$ cat config.mk
export PLATFORM = sky130hd
export DESIGN_NAME = dfr_phase_sequencer
export DESIGN_NICKNAME = d
export VERILOG_FILES = /design/src/rtl/dfr_pkg.sv /design/src/rtl/dfr_step_counter.sv /design/src/rtl/dfr_phase_sequencer.sv
export SDC_FILE = /design/constraint.sdc
export NUM_CORES = 1
export LEC_CHECK = 0
export CAP_MARGIN = 20
export CORE_MARGIN = 4
export CORE_UTILIZATION = 40
export DETAILED_ROUTE_END_ITERATION = 8
export GPL_TIMING_DRIVEN = 0
export SETUP_SLACK_MARGIN = 0.4
export SYNTH_ARGS = -nofsm -noshare
export SYNTH_HDL_FRONTEND = slang
export SYNTH_SLANG_ARGS = --single-unit
export TNS_END_PERCENT = 50
$ cat constraint.sdc
create_clock -name clk -period 8.8 [get_ports clk]
set_clock_uncertainty 0.1 [all_clocks]
set_input_delay 1.76 -clock clk [delete_from_list [all_inputs] [get_ports clk]]
set_output_delay 1.76 -clock clk [all_outputs]
set_load 0.01 [all_outputs]
$ cat src/rtl/dfr_pkg.sv
// Shared types for the DFR run sequencer: FSM states, run phases and the
// phase-skipping helper.
package dfr_pkg;

  typedef enum logic [2:0] {
    S_IDLE,
    S_FETCH,
    S_LOAD,
    S_STEP,
    S_MAC_WAIT,
    S_WRITE,
    S_NEXT,
    S_DONE
  } seq_state_t;

  typedef enum logic [1:0] {
    PHASE_IDLE  = 2'd0,
    PHASE_INIT  = 2'd1,
    PHASE_TRAIN = 2'd2,
    PHASE_TEST  = 2'd3
  } phase_t;

  // First phase after cur whose sample count is non-zero; nz = {test, train, init}.
  // PHASE_IDLE means no phase remains.
  function automatic phase_t next_phase(input phase_t cur, input logic [2:0] nz);
    phase_t np;
    np = PHASE_IDLE;
    if (cur == PHASE_IDLE && nz[0]) np = PHASE_INIT;
    else if ((cur == PHASE_IDLE || cur == PHASE_INIT) && nz[1]) np = PHASE_TRAIN;
    else if (cur != PHASE_TEST && nz[2]) np = PHASE_TEST;
    return np;
  endfunction

endpackage

$ cat src/rtl/dfr_step_counter.sv
// Loadable down-counter with zero flag; used for reservoir steps and for
// samples remaining in the current phase.
module dfr_step_counter #(
  parameter int unsigned WIDTH = 32
) (
  input  logic             clk,
  input  logic             rst,
  input  logic             load,
  input  logic [WIDTH-1:0] load_val,
  input  logic             dec,
  output logic             zero
);

  logic [WIDTH-1:0] cnt_q, cnt_d;

  always_comb begin
    cnt_d = cnt_q;
    if (load) cnt_d = load_val;
    else if (dec && cnt_q != '0) cnt_d = cnt_q - WIDTH'(1);
  end

  always_ff @(posedge clk or posedge rst) begin
    if (rst) cnt_q <= '0;
    else     cnt_q <= cnt_d;
  end

  assign zero = (cnt_q == '0);

endmodule

$ cat src/rtl/dfr_phase_sequencer.sv
// Sequences one DFR run (init -> train -> test) for dfr_core_top.
// Optional macro DFR_SEQ_ABORT_EN adds an abort input.
module dfr_phase_sequencer
  import dfr_pkg::*;
#(
  parameter int unsigned ADDR_WIDTH = 16,
  parameter int unsigned CNT_WIDTH  = 32
) (
  input  logic                  clk,
  input  logic                  rst,
  input  logic                  start,
  input  logic [CNT_WIDTH-1:0]  num_init_samples,
  input  logic [CNT_WIDTH-1:0]  num_train_samples,
  input  logic [CNT_WIDTH-1:0]  num_test_samples,
  input  logic [CNT_WIDTH-1:0]  num_steps_per_sample,
  output logic                  in_mem_rd_en,
  output logic [ADDR_WIDTH-1:0] in_mem_addr,
  output logic                  sample_load,
  output logic                  res_step,
  output logic                  hist_wr_en,
  output logic [ADDR_WIDTH-1:0] hist_addr,
  output logic                  mac_start,
  input  logic                  mac_done,
`ifdef DFR_SEQ_ABORT_EN
  input  logic                  abort,
`endif
  output logic                  out_wr_en,
  output logic [ADDR_WIDTH-1:0] out_addr,
  output logic [1:0]            phase,
  output logic                  busy,
  output logic                  done,
  output logic                  cfg_err
);

  seq_state_t state_q, state_d;
  phase_t     phase_q, phase_d, next_ph;
  logic       cfg_err_q, cfg_err_d, mac_start_q, mac_start_d;
  logic [ADDR_WIDTH-1:0] in_addr_q, in_addr_d, hist_addr_q, hist_addr_d, out_addr_q, out_addr_d;
  logic [CNT_WIDTH-1:0]  ni_q, ni_d, nt_q, nt_d, ns_q, ns_d, n_q, n_d;
  logic [CNT_WIDTH-1:0]  samp_val;
  logic       samp_load, samp_dec, samp_zero, step_load, step_dec, step_zero;
  logic [2:0] nz_in, nz_q;

  function automatic logic [CNT_WIDTH-1:0] pick(input phase_t p, input logic [CNT_WIDTH-1:0] a,
                                                input logic [CNT_WIDTH-1:0] b, input logic [CNT_WIDTH-1:0] c);
    case (p)
      PHASE_INIT:  return a;
      PHASE_TRAIN: return b;
      default:     return c;
    endcase
  endfunction

  assign nz_in = {num_test_samples != '0, num_train_samples != '0, num_init_samples != '0};
  assign nz_q  = {ns_q != '0, nt_q != '0, ni_q != '0};
  assign busy  = (state_q != S_IDLE) && (state_q != S_DONE);

  always_comb begin
    state_d     = state_q;
    phase_d     = phase_q;
    cfg_err_d   = 1'b0;
    in_addr_d   = in_addr_q;
    hist_addr_d = hist_addr_q;
    out_addr_d  = out_addr_q;
    ni_d        = ni_q;
    nt_d        = nt_q;
    ns_d        = ns_q;
    n_d         = n_q;
    samp_load   = 1'b0;
    samp_val    = '0;
    samp_dec    = 1'b0;
    step_load   = 1'b0;
    step_dec    = 1'b0;
    next_ph     = PHASE_IDLE;
    case (state_q)
      S_IDLE: if (start) begin
        if (num_steps_per_sample == '0 || nz_in == 3'b000) begin
          cfg_err_d = 1'b1;
        end else begin
          state_d     = S_FETCH;
          next_ph     = next_phase(PHASE_IDLE, nz_in);
          phase_d     = next_ph;
          ni_d        = num_init_samples;
          nt_d        = num_train_samples;
          ns_d        = num_test_samples;
          n_d         = num_steps_per_sample;
          samp_load   = 1'b1;
          samp_val    = pick(next_ph, num_init_samples, num_train_samples, num_test_samples) - CNT_WIDTH'(1);
          in_addr_d   = '0;
          hist_addr_d = '0;
          out_addr_d  = '0;
        end
      end
      S_FETCH: state_d = S_LOAD;
      S_LOAD: begin
        step_load = 1'b1;
        state_d   = S_STEP;
      end
      S_STEP: begin
        step_dec = 1'b1;
        if (phase_q != PHASE_INIT) hist_addr_d = hist_addr_q + ADDR_WIDTH'(1);
        if (step_zero) state_d = (phase_q == PHASE_TEST) ? S_MAC_WAIT : S_NEXT;
      end
      S_MAC_WAIT: if (mac_done) state_d = S_WRITE;
      S_WRITE: begin
        out_addr_d = out_addr_q + ADDR_WIDTH'(1);
        state_d    = S_NEXT;
      end
      S_NEXT: begin
        in_addr_d = in_addr_q + ADDR_WIDTH'(1);
        state_d   = S_FETCH;
        if (!samp_zero) begin
          samp_dec = 1'b1;
        end else begin
          // Last sample of this phase: jump over empty phases or finish.
          next_ph = next_phase(phase_q, nz_q);
          if (next_ph == PHASE_IDLE) begin
            state_d = S_DONE;
            phase_d = PHASE_IDLE;
          end else begin
            phase_d   = next_ph;
            samp_load = 1'b1;
            samp_val  = pick(next_ph, ni_q, nt_q, ns_q) - CNT_WIDTH'(1);
          end
        end
      end
      S_DONE:  state_d = S_IDLE;
      default: state_d = S_IDLE;
    endcase
`ifdef DFR_SEQ_ABORT_EN
    if (abort && busy) begin
      state_d = S_IDLE;
      phase_d = PHASE_IDLE;
    end
`else
`endif
    mac_start_d = (state_q == S_STEP) && (state_d == S_MAC_WAIT);
  end

  always_ff @(posedge clk or posedge rst) begin
    if (rst) begin
      state_q     <= S_IDLE;
      phase_q     <= PHASE_IDLE;
      cfg_err_q   <= 1'b0;
      mac_start_q <= 1'b0;
      in_addr_q   <= '0;
      hist_addr_q <= '0;
      out_addr_q  <= '0;
      ni_q        <= '0;
      nt_q        <= '0;
      ns_q        <= '0;
      n_q         <= '0;
    end else begin
      state_q     <= state_d;
      phase_q     <= phase_d;
      cfg_err_q   <= cfg_err_d;
      mac_start_q <= mac_start_d;
      in_addr_q   <= in_addr_d;
      hist_addr_q <= hist_addr_d;
      out_addr_q  <= out_addr_d;
      ni_q        <= ni_d;
      nt_q        <= nt_d;
      ns_q        <= ns_d;
      n_q         <= n_d;
    end
  end

  dfr_step_counter #(.WIDTH(CNT_WIDTH)) u_step_cnt (
    .clk(clk), .rst(rst), .load(step_load), .load_val(n_q - CNT_WIDTH'(1)),
    .dec(step_dec), .zero(step_zero)
  );

  dfr_step_counter #(.WIDTH(CNT_WIDTH)) u_samp_cnt (
    .clk(clk), .rst(rst), .load(samp_load), .load_val(samp_val),
    .dec(samp_dec), .zero(samp_zero)
  );

`ifdef DFR_SEQ_ABORT_EN
  // Abort returns straight to IDLE, so its done pulse comes from a flop.
  logic abort_done_q;
  always_ff @(posedge clk or posedge rst) begin
    if (rst) abort_done_q <= 1'b0;
    else     abort_done_q <= abort && busy;
  end
  assign done = (state_q == S_DONE) || abort_done_q;
`else
  assign done = (state_q == S_DONE);
`endif

  assign in_mem_rd_en = (state_q == S_FETCH);
  assign in_mem_addr  = in_addr_q;
  assign sample_load  = (state_q == S_LOAD);
  assign res_step     = (state_q == S_STEP);
  assign hist_wr_en   = (state_q == S_STEP) && (phase_q != PHASE_INIT);
  assign hist_addr    = hist_addr_q;
  assign mac_start    = mac_start_q;
  assign out_wr_en    = (state_q == S_WRITE);
  assign out_addr     = out_addr_q;
  assign phase        = phase_q;
  assign cfg_err      = cfg_err_q;

endmodule
==> flow_summary.json <==
{
  "first_pass_iters": 5,
  "slew_viol_final": 0,
  "antenna_found_initial": 2,
  "crit_start": "num_init_samples[8]",
  "clk-insertion-delay-late_ns": 0.58,
  "maxCapViolCount": 0,
  "cts_sinks": 247,
  "timing.rr.end": "u_step_cnt.cnt_q[28]",
  "drc": 0,
  "synth-edff-count": 0,
  "vias_per_cell": 6.04,
  "dpl_cell_area_um2": 18400,
  "synthMuxAreaShare": 0.0239,
  "crit_arrival_ns": 7.84,
  "grt_pass1_vias": 16200,
  "drt-met1-wl_mm": 28.2,
  "drt-initial-drc-count": 1494,
  "final_layout_size_suffix_gt1_frac": 0.0421,
  "die_h_um": 206,
  "synth_async_sr_flop_share": 1.00,
  "critical_path.max_fanout": 10,
  "vdd_drop_max_mv": 0.137,
  "grt_overflow": 0,
  "cts_setup_buffers": 0,
  "cts_tree": "built",
  "wl_per_cell_um": 24.3,
  "crit_path_end": "u_samp_cnt.cnt_q[30]",
  "worstPathRequired_ns": 9.16,
  "clockBufferDepth": 3,
  "postSynthAreaPerCell_um2": 7.92,
  "synth_warnings": 0,
  "seq_area_frac_synth": 0.394,
  "crit_type": "input port to register",
  "powerDensity_nw_per_um2": 134,
  "fillers": 3823,
  "reg2reg_slack_ns": 1.80,
  "synthesis.area_um2": 15700,
  "ys.flop_type": "dfrtp_1",
  "synth_compound_area_frac": 0.169,
  "dr_wl_met3_mm": 5.07,
  "clkTransAtPathRegs_ns": 0.06,
  "wl_met2_mm": 29.2,
  "start_util": 0.405,
  "grt_setup_unrepaired": "no",
  "yosysTopAreaCellShare": 0.394,
  "synthSimpleGateAreaFrac": 0.321,
  "final_area_um2": 19400,
  "placedCellCount": 2695,
  "tightestPinTransition_ns": 1.12,
  "start_kind": "input port",
  "portBuffers": 190,
  "synth_xor_xnor_area_share": 0.0581,
  "post-route-period-util": 0.850,
  "dieWidth_um": 206,
  "synth_top_family_by_area": "simple AND/OR/NAND/NOR gates",
  "hpwl_mm": 52.7,
  "r2r_start": "state_q[0]",
  "ant_nets": 0,
  "syn-num-nets": 2119,
  "regArea_um2": 6180,
  "design.die.area_um2": 42400,
  "postLayoutCoreUtil": 0.500,
  "setup_viol": 0,
  "area_growth_pct": 23.7,
  "hold_violations": 0,
  "cts_buffers": 31,
  "ff2ff_path_depth": 17,
  "io_pins": 191,
  "yosysMostFrequentCell": "nand2_1",
  "synth-adder-area-share": 0.00559,
  "layout.nets": 2349,
  "grt_max_degree": 40,
  "power_leakage_nw": 8.14,
  "grtUsageTotal": 0.310,
  "ys_ff_latch": 247,
  "timing.fmax_mhz": 134,
  "core-area_um2": 38700,
  "fin_cells": 2753,
  "place.gp.congestion": 1.09,
  "htreeDepth": 1,
  "num_vias": 16600,
  "outcome": "complete, no violations",
  "maxSlewHeadroom": 0.245,
  "synth.largest_area_cell": "dfrtp_1",
  "holdBufCountCts": 0,
  "holdWs_ns": 0.401,
  "hp-class": "register to register",
  "cts_root_buf": "clkbuf_16",
  "period_needed_ns": 7.48,
  "cts_resized": 0,
  "yosys-top-cells-count": "nand2_1 (490), dfrtp_1 (247), nor2_1 (215)",
  "top_layer_used": "met5",
  "multi_input_area_um2": 9050,
  "drt-total-wl_mm": 67.0,
  "synthTopCellsByArea": "dfrtp_1 (39%), nand2_1 (12%), nor2_1 (5.1%)",
  "syn_inst": 1980,
  "endpoint_kind": "register",
  "ys_types": 90,
  "rows": 72,
  "fin_setup_tns_ns": 0,
  "grt_pass1_wl_mm": 100
}
-- critical path, cell delays in order --
cell and delay, ns:
clkdlybuf4s50_1 0.58, nor4_1 0.70, nand3_1 0.17, or4_1 0.57
nor2_1 0.39, clkbuf_1 0.51, buf_1 0.51, a21oi_1 0.16
ha_1 0.25, or3b_2 0.24, nor3_1 0.08, nand3b_1 0.12
a21oi_1 0.07, o211ai_1 0.69, nor3_1 0.37, a31o_2 0.31
a32oi_1 0.23, nand3_1 0.10
-- stage by stage --
step / worst slack [ns] / power [mW]
2_1_floorplan: 3.04 / 1.20
3_3_place_gp: 0.865 / 1.32
3_5_place_dp: 0.935 / 1.33
4_1_cts: 1.54 / 2.61
5_1_grt: 1.06 / 2.66
6_report: 1.32 / 2.59
-- logic make-up (layout without fill, tap and decap cells) --
kind of cell	after synthesis	after routing
buffers and inverters	117	370
and+or+nand+nor	1086	1086
adders and majority gates	7	7
muxes	37	37
xor gates and xnor gates	104	104
DFF	247	247
AOI/OAI and AO/OA	382	382
other	0	2
-- sequential cells by signal, summed over array words and instances, names as in the netlist --
| signal | count |
|---|---|
| in_mem_addr | 16 |
| u_step_cnt.cnt_q | 32 |
| phase | 2 |
| nt_q | 32 |
| mac_start | 1 |
| cfg_err | 1 |
| n_q | 32 |
| hist_addr | 16 |
| u_samp_cnt.cnt_q | 32 |
| out_addr | 16 |
| ni_q | 32 |
| state_q | 3 |
| ns_q | 32 |
-- area by class of cell --
cell class	count	share of cell area
Sequential cell	247	0.319
Inverter	17	0.00349
Timing Repair Buffer	197	0.105
Clock inverter	10	0.00555
Antenna cell	2	0.000258
Tap cell	518	0.0334
Clock buffer	46	0.0465
Multi-Input combinational cell	1616	0.467
Buffer	100	0.0200
-- layer usage --
layer,up-vias,GRT usage
li1,7571,-
met1,8093,0.423
met2,786,0.480
met3,184,0.0436
met4,4,0.161
met5,-,0
-- worst min path at each step --
stage / depth (start not counted) / start / slack (ns) / endpoint
6_report: 2 / nt_q[4] / 0.40 / nt_q[4]
5_1_grt: 2 / ni_q[5] / 0.42 / ni_q[5]
4_1_cts: 2 / nt_q[4] / 0.40 / nt_q[4]
3_5_place_dp: 2 / nt_q[2] / 0.38 / nt_q[2]
3_3_place_gp: 2 / nt_q[4] / 0.37 / nt_q[4]
2_1_floorplan: 2 / ns_q[5] / 0.35 / ns_q[5]
-- cell usage in the layout, fill, tap and decap left out, types with 28 or more instances in the layout --
cell	n
mux2i_1	34
nand2_1	490
nor3_1	76
nor2_1	215
o21ai_0	82
nand3_1	52
a21oi_1	66
xor2_1	53
clkdlybuf4s50_1	190
dfrtp_1	247
clkbuf_16	31
clkbuf_1	96
nor4_1	61
or3_1	28
xnor2_1	51
nand4_1	31
-- where the power goes --
group	switching, mW	internal [mW]
logic	0.0998	0.0743
registers	0	1.14
clock network	0.520	0.761
Power figures use the tool's default switching activity.
